`src/rtl/bscan_cmd_engine.sv`:
```
// Scan-stream command engine: decodes 32-bit header/data words into single-word
// bus reads and writes with auto-incrementing addresses, and returns read data, acks and status.
`timescale 1ns/1ps

module bscan_cmd_engine #(
    parameter int unsigned WIDTH  = 32,
    parameter int unsigned ADDR_W = 16
) (
    input  logic              CLK,
    input  logic              nRST,
    input  logic              in_enq__ENA,
    input  logic [WIDTH-1:0]  in_enq_v,
    output logic              in_enq__RDY,
    output logic              out_enq__ENA,
    output logic [WIDTH-1:0]  out_enq_v,
    input  logic              out_enq__RDY,
    output logic              req_enq__ENA,
    output logic              req_enq_write,
    output logic [ADDR_W-1:0] req_enq_addr,
    output logic [WIDTH-1:0]  req_enq_data,
    input  logic              req_enq__RDY,
    input  logic              rsp_enq__ENA,
    input  logic [WIDTH-1:0]  rsp_enq_v,
    output logic              rsp_enq__RDY
);

    localparam int unsigned CNT_W  = 14;
    localparam int unsigned CMDC_W = 16;

    typedef enum logic [2:0] {
        S_IDLE  = 3'd0,
        S_WDATA = 3'd1,
        S_WACK  = 3'd2,
        S_RREQ  = 3'd3,
        S_RWAIT = 3'd4,
        S_STAT  = 3'd5
    } state_e;

    state_e              state_q, state_d;
    logic [ADDR_W-1:0]   addr_q, addr_d;
    logic [CNT_W-1:0]    rem_q, rem_d;
    logic [CNT_W-1:0]    cnt_q, cnt_d;
    logic [CMDC_W-1:0]   cmd_count_q, cmd_count_d;

    // State and datapath registers
    always_ff @(posedge CLK or negedge nRST) begin
        if (!nRST) begin
            state_q     <= S_IDLE;
            addr_q      <= '0;
            rem_q       <= '0;
            cnt_q       <= '0;
            cmd_count_q <= '0;
        end else begin
            state_q     <= state_d;
            addr_q      <= addr_d;
            rem_q       <= rem_d;
            cnt_q       <= cnt_d;
            cmd_count_q <= cmd_count_d;
        end
    end

    // Next-state and stream handshakes; data outputs stay 0 whenever their ENA is low
    always_comb begin
        state_d       = state_q;
        addr_d        = addr_q;
        rem_d         = rem_q;
        cnt_d         = cnt_q;
        cmd_count_d   = cmd_count_q;
        in_enq__RDY   = 1'b0;
        out_enq__ENA  = 1'b0;
        out_enq_v     = '0;
        req_enq__ENA  = 1'b0;
        req_enq_write = 1'b0;
        req_enq_addr  = '0;
        req_enq_data  = '0;
        rsp_enq__RDY  = 1'b0;

        case (state_q)
            S_IDLE: begin
                in_enq__RDY = 1'b1;
                if (in_enq__ENA) begin
                    addr_d = in_enq_v[ADDR_W-1:0];
                    rem_d  = in_enq_v[29:16];
                    cnt_d  = in_enq_v[29:16];
                    case (in_enq_v[31:30])
                        2'd0:    cmd_count_d = cmd_count_q + CMDC_W'(1);
                        2'd1:    state_d = S_WDATA;
                        2'd2:    state_d = S_RREQ;
                        default: state_d = S_STAT;
                    endcase
                end
            end

            S_WDATA: begin
                in_enq__RDY  = req_enq__RDY;
                req_enq__ENA = in_enq__ENA;
                if (in_enq__ENA) begin
                    req_enq_write = 1'b1;
                    req_enq_addr  = addr_q;
                    req_enq_data  = in_enq_v;
                end
                if (in_enq__ENA && req_enq__RDY) begin
                    addr_d = addr_q + ADDR_W'(1);
                    if (rem_q == '0) begin
                        state_d = S_WACK;
                    end else begin
                        rem_d = rem_q - CNT_W'(1);
                    end
                end
            end

            S_WACK: begin
                out_enq__ENA = 1'b1;
                out_enq_v    = {2'b01, cnt_q, addr_q};
                if (out_enq__RDY) begin
                    state_d     = S_IDLE;
                    cmd_count_d = cmd_count_q + CMDC_W'(1);
                end
            end

            S_RREQ: begin
                req_enq__ENA = 1'b1;
                req_enq_addr = addr_q;
                if (req_enq__RDY) begin
                    state_d = S_RWAIT;
                end
            end

            S_RWAIT: begin
                rsp_enq__RDY = out_enq__RDY;
                out_enq__ENA = rsp_enq__ENA;
                if (rsp_enq__ENA) begin
                    out_enq_v = rsp_enq_v;
                end
                if (rsp_enq__ENA && out_enq__RDY) begin
                    addr_d = addr_q + ADDR_W'(1);
                    if (rem_q == '0) begin
                        state_d     = S_IDLE;
                        cmd_count_d = cmd_count_q + CMDC_W'(1);
                    end else begin
                        rem_d   = rem_q - CNT_W'(1);
                        state_d = S_RREQ;
                    end
                end
            end

            S_STAT: begin
                out_enq__ENA = 1'b1;
                out_enq_v    = {8'hA5, 8'h00, cmd_count_q};
                if (out_enq__RDY) begin
                    state_d     = S_IDLE;
                    cmd_count_d = cmd_count_q + CMDC_W'(1);
                end
            end

            default: state_d = S_IDLE;
        endcase
    end

endmodule

```
`config.mk`:
```
export PLATFORM = sky130hd
export DESIGN_NAME = bscan_cmd_engine
export DESIGN_NICKNAME = d
export VERILOG_FILES = /design/src/rtl/bscan_cmd_engine.sv
export SDC_FILE = /design/constraint.sdc
export NUM_CORES = 1
export LEC_CHECK = 0
export CORE_ASPECT_RATIO = 0.6
export CORE_MARGIN = 1.5
export CORE_UTILIZATION = 30
export CTS_CLUSTER_SIZE = 24
export DETAILED_ROUTE_END_ITERATION = 8
export GPL_TIMING_DRIVEN = 0
export HOLD_SLACK_MARGIN = 0.03
export SLEW_MARGIN = 20
export SYNTH_ARGS = -nofsm -noshare
export SYNTH_HDL_FRONTEND = slang
export SYNTH_SLANG_ARGS = --single-unit
```
`constraint.sdc`:
```
create_clock -name CLK -period 3 [get_ports CLK]
set_input_delay 0.6 -clock CLK [delete_from_list [all_inputs] [get_ports CLK]]
set_output_delay 0.6 -clock CLK [all_outputs]
set_load 0.01 [all_outputs]
```
# After elaboration in Yosys (flattened, before gate mapping)
# Index checks and enable logic that the tools add are counted.
# totals
reg_bits	63
input_bits	70
# classes
addsub	3
n_eq_ne	16
mux	36
n_reduce_logical	12
# ops
op	n
16-bit two-way mux	9
32-bit two-way mux	3
16-bit case mux with 3 select lines	2
32-bit case mux with 3 select lines	1
14-bit two-way mux	4
14-bit case mux with 3 select lines	1
16-bit by 1-bit adder with 16-bit output, second input constant	2
16-bit case mux with 2 select lines	1
3-bit two-way mux	6
3-bit case mux with 5 select lines	1
14-bit zero test	1
2-bit inequality test, second input constant	7
14-bit by 1-bit subtractor with 14-bit output, second input constant	1
3-bit case mux with 3 select lines	1
7-bit AND reduction	1
3-bit by 2-bit equality test with 1-bit output, second input constant	2
3-bit equality test, second input constant	2
1-bit case mux with 2 select lines	3
6-bit AND reduction	1
3-bit nonzero test	2
2-bit by 1-bit inequality test with 1-bit output, second input constant	2
4-bit AND reduction	1
3-bit by 1-bit equality test with 1-bit output, second input constant	1
3-bit zero test	1
other kinds (8)	11

# Logic depth before layout (Yosys ltp)
# logic_depth
depth_word	4
mapped_depth	9

# Worst setup path before layout
# OpenSTA, ideal clock, no wires.
# synth_path
path_type	register to output
from	register state_q[2]
to	output port out_enq_v[0]
arrival_ps	1609
required_time_ps	2400
setup_slack_ps	791
stages_incl_launch_ff	9
path_buffers	3
cell_sequence	dfrtp_1 -> clkbuf_1 -> nand2b_1 -> nor2_1 -> and2_1 -> clkbuf_1 -> buf_2 -> a222oi_1 -> inv_1
# synth_between
elab_chain_cells	2
# synth_lines
item	line	text
start: declaration	39	state_e state_q, state_d;
start signal: assignment	54	state_q <= state_d;
3-bit equality test or 3-bit by 2-bit equality test with 1-bit output (tied branches)	78	case (state_q)
32-bit case mux with 3 select lines *	78	
end: declaration	15	output logic [WIDTH-1:0] out_enq_v,
# Mark *: on every way between the ends. The rest lies on a longest branch, timed or not.

# Worst setup path in the final report
# layout_path
from	register state_q[2]
to	output port req_enq_addr[7]
# layout_between
elab_chain_cells	2
# layout_lines
item	line	text
3-bit by 2-bit equality test with 1-bit output or 3-bit by 1-bit equality test with 1-bit output (tied branches)	78	
16-bit case mux with 2 select lines *	78	
end: declaration	19	output logic [ADDR_W-1:0] req_enq_addr,
# Marked as above.

==> run_results.csv <==
group,metric,value,unit
route,firstDrtPassIters,6,
route,vias,4643,
timing,setup_slack,0.0422,ns
critical_path,arrival,2.36,ns
yosys,synth_top_area_cell,"dfrtp_1",
floorplan,core,0.0137,sq mm
yosys,synth_area,0.00420,sq mm
route,drtIter0Drc,484,
yosys,synth_edf_count,0,
yosys,synth_top_area_share,0.376,
timing,fmax,0.338,GHz
yosys,synth-simple-area-share,0.247,
route,vias_per_cell,5.37,
critical_path,r2r_end,"cmd_count_q[15]$_DFFE_PN0P_",
yosys,synthMuxAreaShare,0.0400,
critical_path,ff2ff_setup_slack,0.25,ns
critical_path,cp.required,2.40,ns
critical_path,r2r-start,"rem_q[0]$_DFFE_PN0P_",
grt,use_met1,0.326,
yosys,synth_top_family_by_area,"simple AND/OR/NAND/NOR gates",
yosys,yosysSeqAreaShare,0.376,
grt,grt_use_met2,0.320,
timing,hold_viol,0,
outcome,status,"completed",
timing,worst_pin_slew,0.684,ns
grt,grt_pass1_wl,24.5,mm
timing,clock_skew,0.00852,ns
floorplan,die_h,94.6,um
floorplan,die_w,156,um
floorplan,std_cell_rows,33,
clock_tree,clockBufferDepth,2,
timing,finalCriticalPeriod,2.96,ns
yosys,synthAdderAreaFrac,0.0149,
clock_tree,worstSkewPairLatency,0.34,ns
clock_tree,tritoncts,"built",
grt,grtUsageMet3,0.0482,
grt,antenna_found_initial,0,
layout,drive_gt1_frac,0.108,
layout,fill_cells,1313,
placement,hpwl,11.9,mm
job,maxCapViolCount,0,
pwr,power_density,927,mW/mm^2
clock_tree,clkTransAtPathRegs,0.05,ns
yosys,synth_cells,498,
placement,placedCellCount,846,
yosys,ys_ff_latch,63,
yosys,syn-num-nets,573,
yosys,synthTopCellsByArea,"dfrtp_1, and2_1, a21oi_1",
yosys,ys_warn_count,0,
clock_tree,cts-root-buf,"clkbuf_16",
layout,fin_nets,744,
yosys,synth.distinct_cells,48,
floorplan,die_area,0.0147,sq mm
route,wirelength,15.8,mm
pwr,leakage,2.74,nW
critical_path,crit_path_end_kind,"output pin",
layout,final_cells,865,
route,postRouteAntennaNets,0,
worst_hold_path,hold_path_class,"input pin to asynchronous set/reset pin",
floorplan,num_io_pins,155,
placement,place_ws,-0.528,ns
grt,busiest_layer,"met1",
yosys,synth-compound-area-share,0.234,
grt,grt_start_max_net_pins,51,
route,drcViolationCount,0,
pwr,ir_drop,0.000403,V
yosys,avgSynthCellArea,8.42,sq um
yosys,async_flop_share,1.00,
yosys,synth_xor_area_frac,0.0313,
layout,area_growth,54.0,%
critical_path,worstSetupPathType,"register to output pin",
floorplan,start_util,0.307,
clock_tree,cts_sinks,63,
timing,tns,0,ns
grt,grt_usage,0.220,
grt,grt_overflow,0,
placement,io_buffer_count,154,
critical_path,start_kind,"register",
layout,n_antenna_cell,0,
placement,place.gp.congestion,0.863,
route,routedWlPerCell,18.2,um
timing,relSlewSlack,0.541,
critical_path,reg2reg_depth,8,
clock_tree,cts-buffers-inserted,9,
clock_tree,htree_levels,3,
yosys,synth_flop_cell,"dfrtp_1",
critical_path,critPathMaxFanout,10,
grt,first_global_vias,4383,
timing,fin_crit_sh,0.986,
clock_tree,postCtsHoldBufs,0,
timing,setup_viol,0,
timing,slew_viol_final,0,
pwr,total_power,5.99,mW
-- metal layers --
layer  vias to the layer above  part of all wire
met1                      2225              0.50
li1                       2152                 -
met2                       244              0.41
met5                         -                 0
met3                        22             0.078
met4                         0             0.012
-- logic make-up (layout without fill, tap and decap cells) --
family / Yosys count / count (layout)
buf+inv: 60 / 235
compound gates: 143 / 143
xor+xnor: 15 / 15
simple gates: 197 / 197
fa+ha+maj: 5 / 5
flops: 63 / 63
mux: 15 / 15
-- registers in the layout, indices dropped and copies added, names as in the netlist --
| name | flops |
|---|---|
| rem_q | 14 |
| cnt_q | 14 |
| addr_q | 16 |
| cmd_count_q | 16 |
| state_q | 3 |
-- per-stage QoR --
step / cell area, sq um / utilization / hold slack, ns
floorplan: 4200 / - / 0.304
global route: 6460 / 0.473 / 0.117
global placement: 5980 / 0.437 / 0.468
finish: 6460 / 0.473 / 0.114
CTS: 6390 / 0.468 / 0.112
detailed placement: 6010 / 0.440 / 0.469
-- repair_timing --
action	in CTS	in global routing
pin swaps	2	3
gates resized for setup	31	16
endpoints found under the setup margin	82	65
setup buffers	2	4
-- how the worst max path moves through the flow --
stage | startpoint | endpoint | slack, ns | cells past startpoint
floorplan | state_q[2]$_DFFE_PN0P_ | out_enq_v[0] | 0.79 | 8
global placement | nRST | cnt_q[12]$_DFFE_PN0P_ | -0.85 | 1
detailed placement | in_enq__ENA | req_enq_addr[7] | -0.53 | 6
CTS | state_q[2]$_DFFE_PN0P_ | out_enq_v[10] | -0.003 | 7
global route | state_q[2]$_DFFE_PN0P_ | req_enq_addr[7] | -0.001 | 7
finish | state_q[2]$_DFFE_PN0P_ | req_enq_addr[7] | 0.04 | 7
-- placed cells by master (no fill, tap or decap), drive strengths merged, types with 7 or more instances in the layout --
master	n
nor3	14
and2	49
clkbuf	31
a22oi	7
o21ai	31
nor2	41
inv	25
mux2	14
clkdlybuf4s50	148
nand3	19
a21oi	43
xnor2	9
nand2	40
dfrtp	63
a222oi	16
a22o	13
buf	23
and3	8
-- worst max-delay path, cell delays in order, from the launching register on --
cell and delay [ns]:
dfrtp_2 0.44, buf_4 0.17, buf_4 0.13, nand2b_1 0.20, nor2_4 0.18, buf_4 0.20
and2_1 0.16, clkdlybuf4s50_1 0.54
-- power breakdown --
group	switching, mW	total, mW	internal, mW
logic	1.75	3.29	1.54
clock network	0.378	1.06	0.682
registers	0.429	1.64	1.21
total	2.56	5.99	3.43
-- cells in the mapped netlist (2+ instances only) --
cell,count
dfrtp_1,63
a22o_1,13
a31oi_1,3
nor3b_1,2
nand4_1,5
nor2_1,41
clkbuf_1,22
a22oi_1,7
nor3_1,12
o21ai_0,30
buf_1,2
nand3_1,19
nor2b_1,3
a21oi_1,42
nand2b_1,5
nor4_1,3
xnor2_1,9
mux2_2,14
a222oi_1,16
buf_2,11
ha_1,5
o32ai_1,6
and2_1,49
o22a_1,3
a32oi_1,3
xor2_1,6
inv_1,25
o211ai_1,2
and3_1,8
nand2_1,40
a21o_1,5
o22ai_1,6
a221o_1,3
-- area by class of cell --
type	count	area (sq um)	area share
tap	192	240	0.0372
clock inverter	3	42.5	0.00659
timing repair buffer	162	1630	0.252
buffer	33	198	0.0306
multi-input combinational	375	2420	0.375
sequential	63	1580	0.244
inverter	25	93.8	0.0145
clock buffer	12	256	0.0397
(Power assumes the default switching activity.)
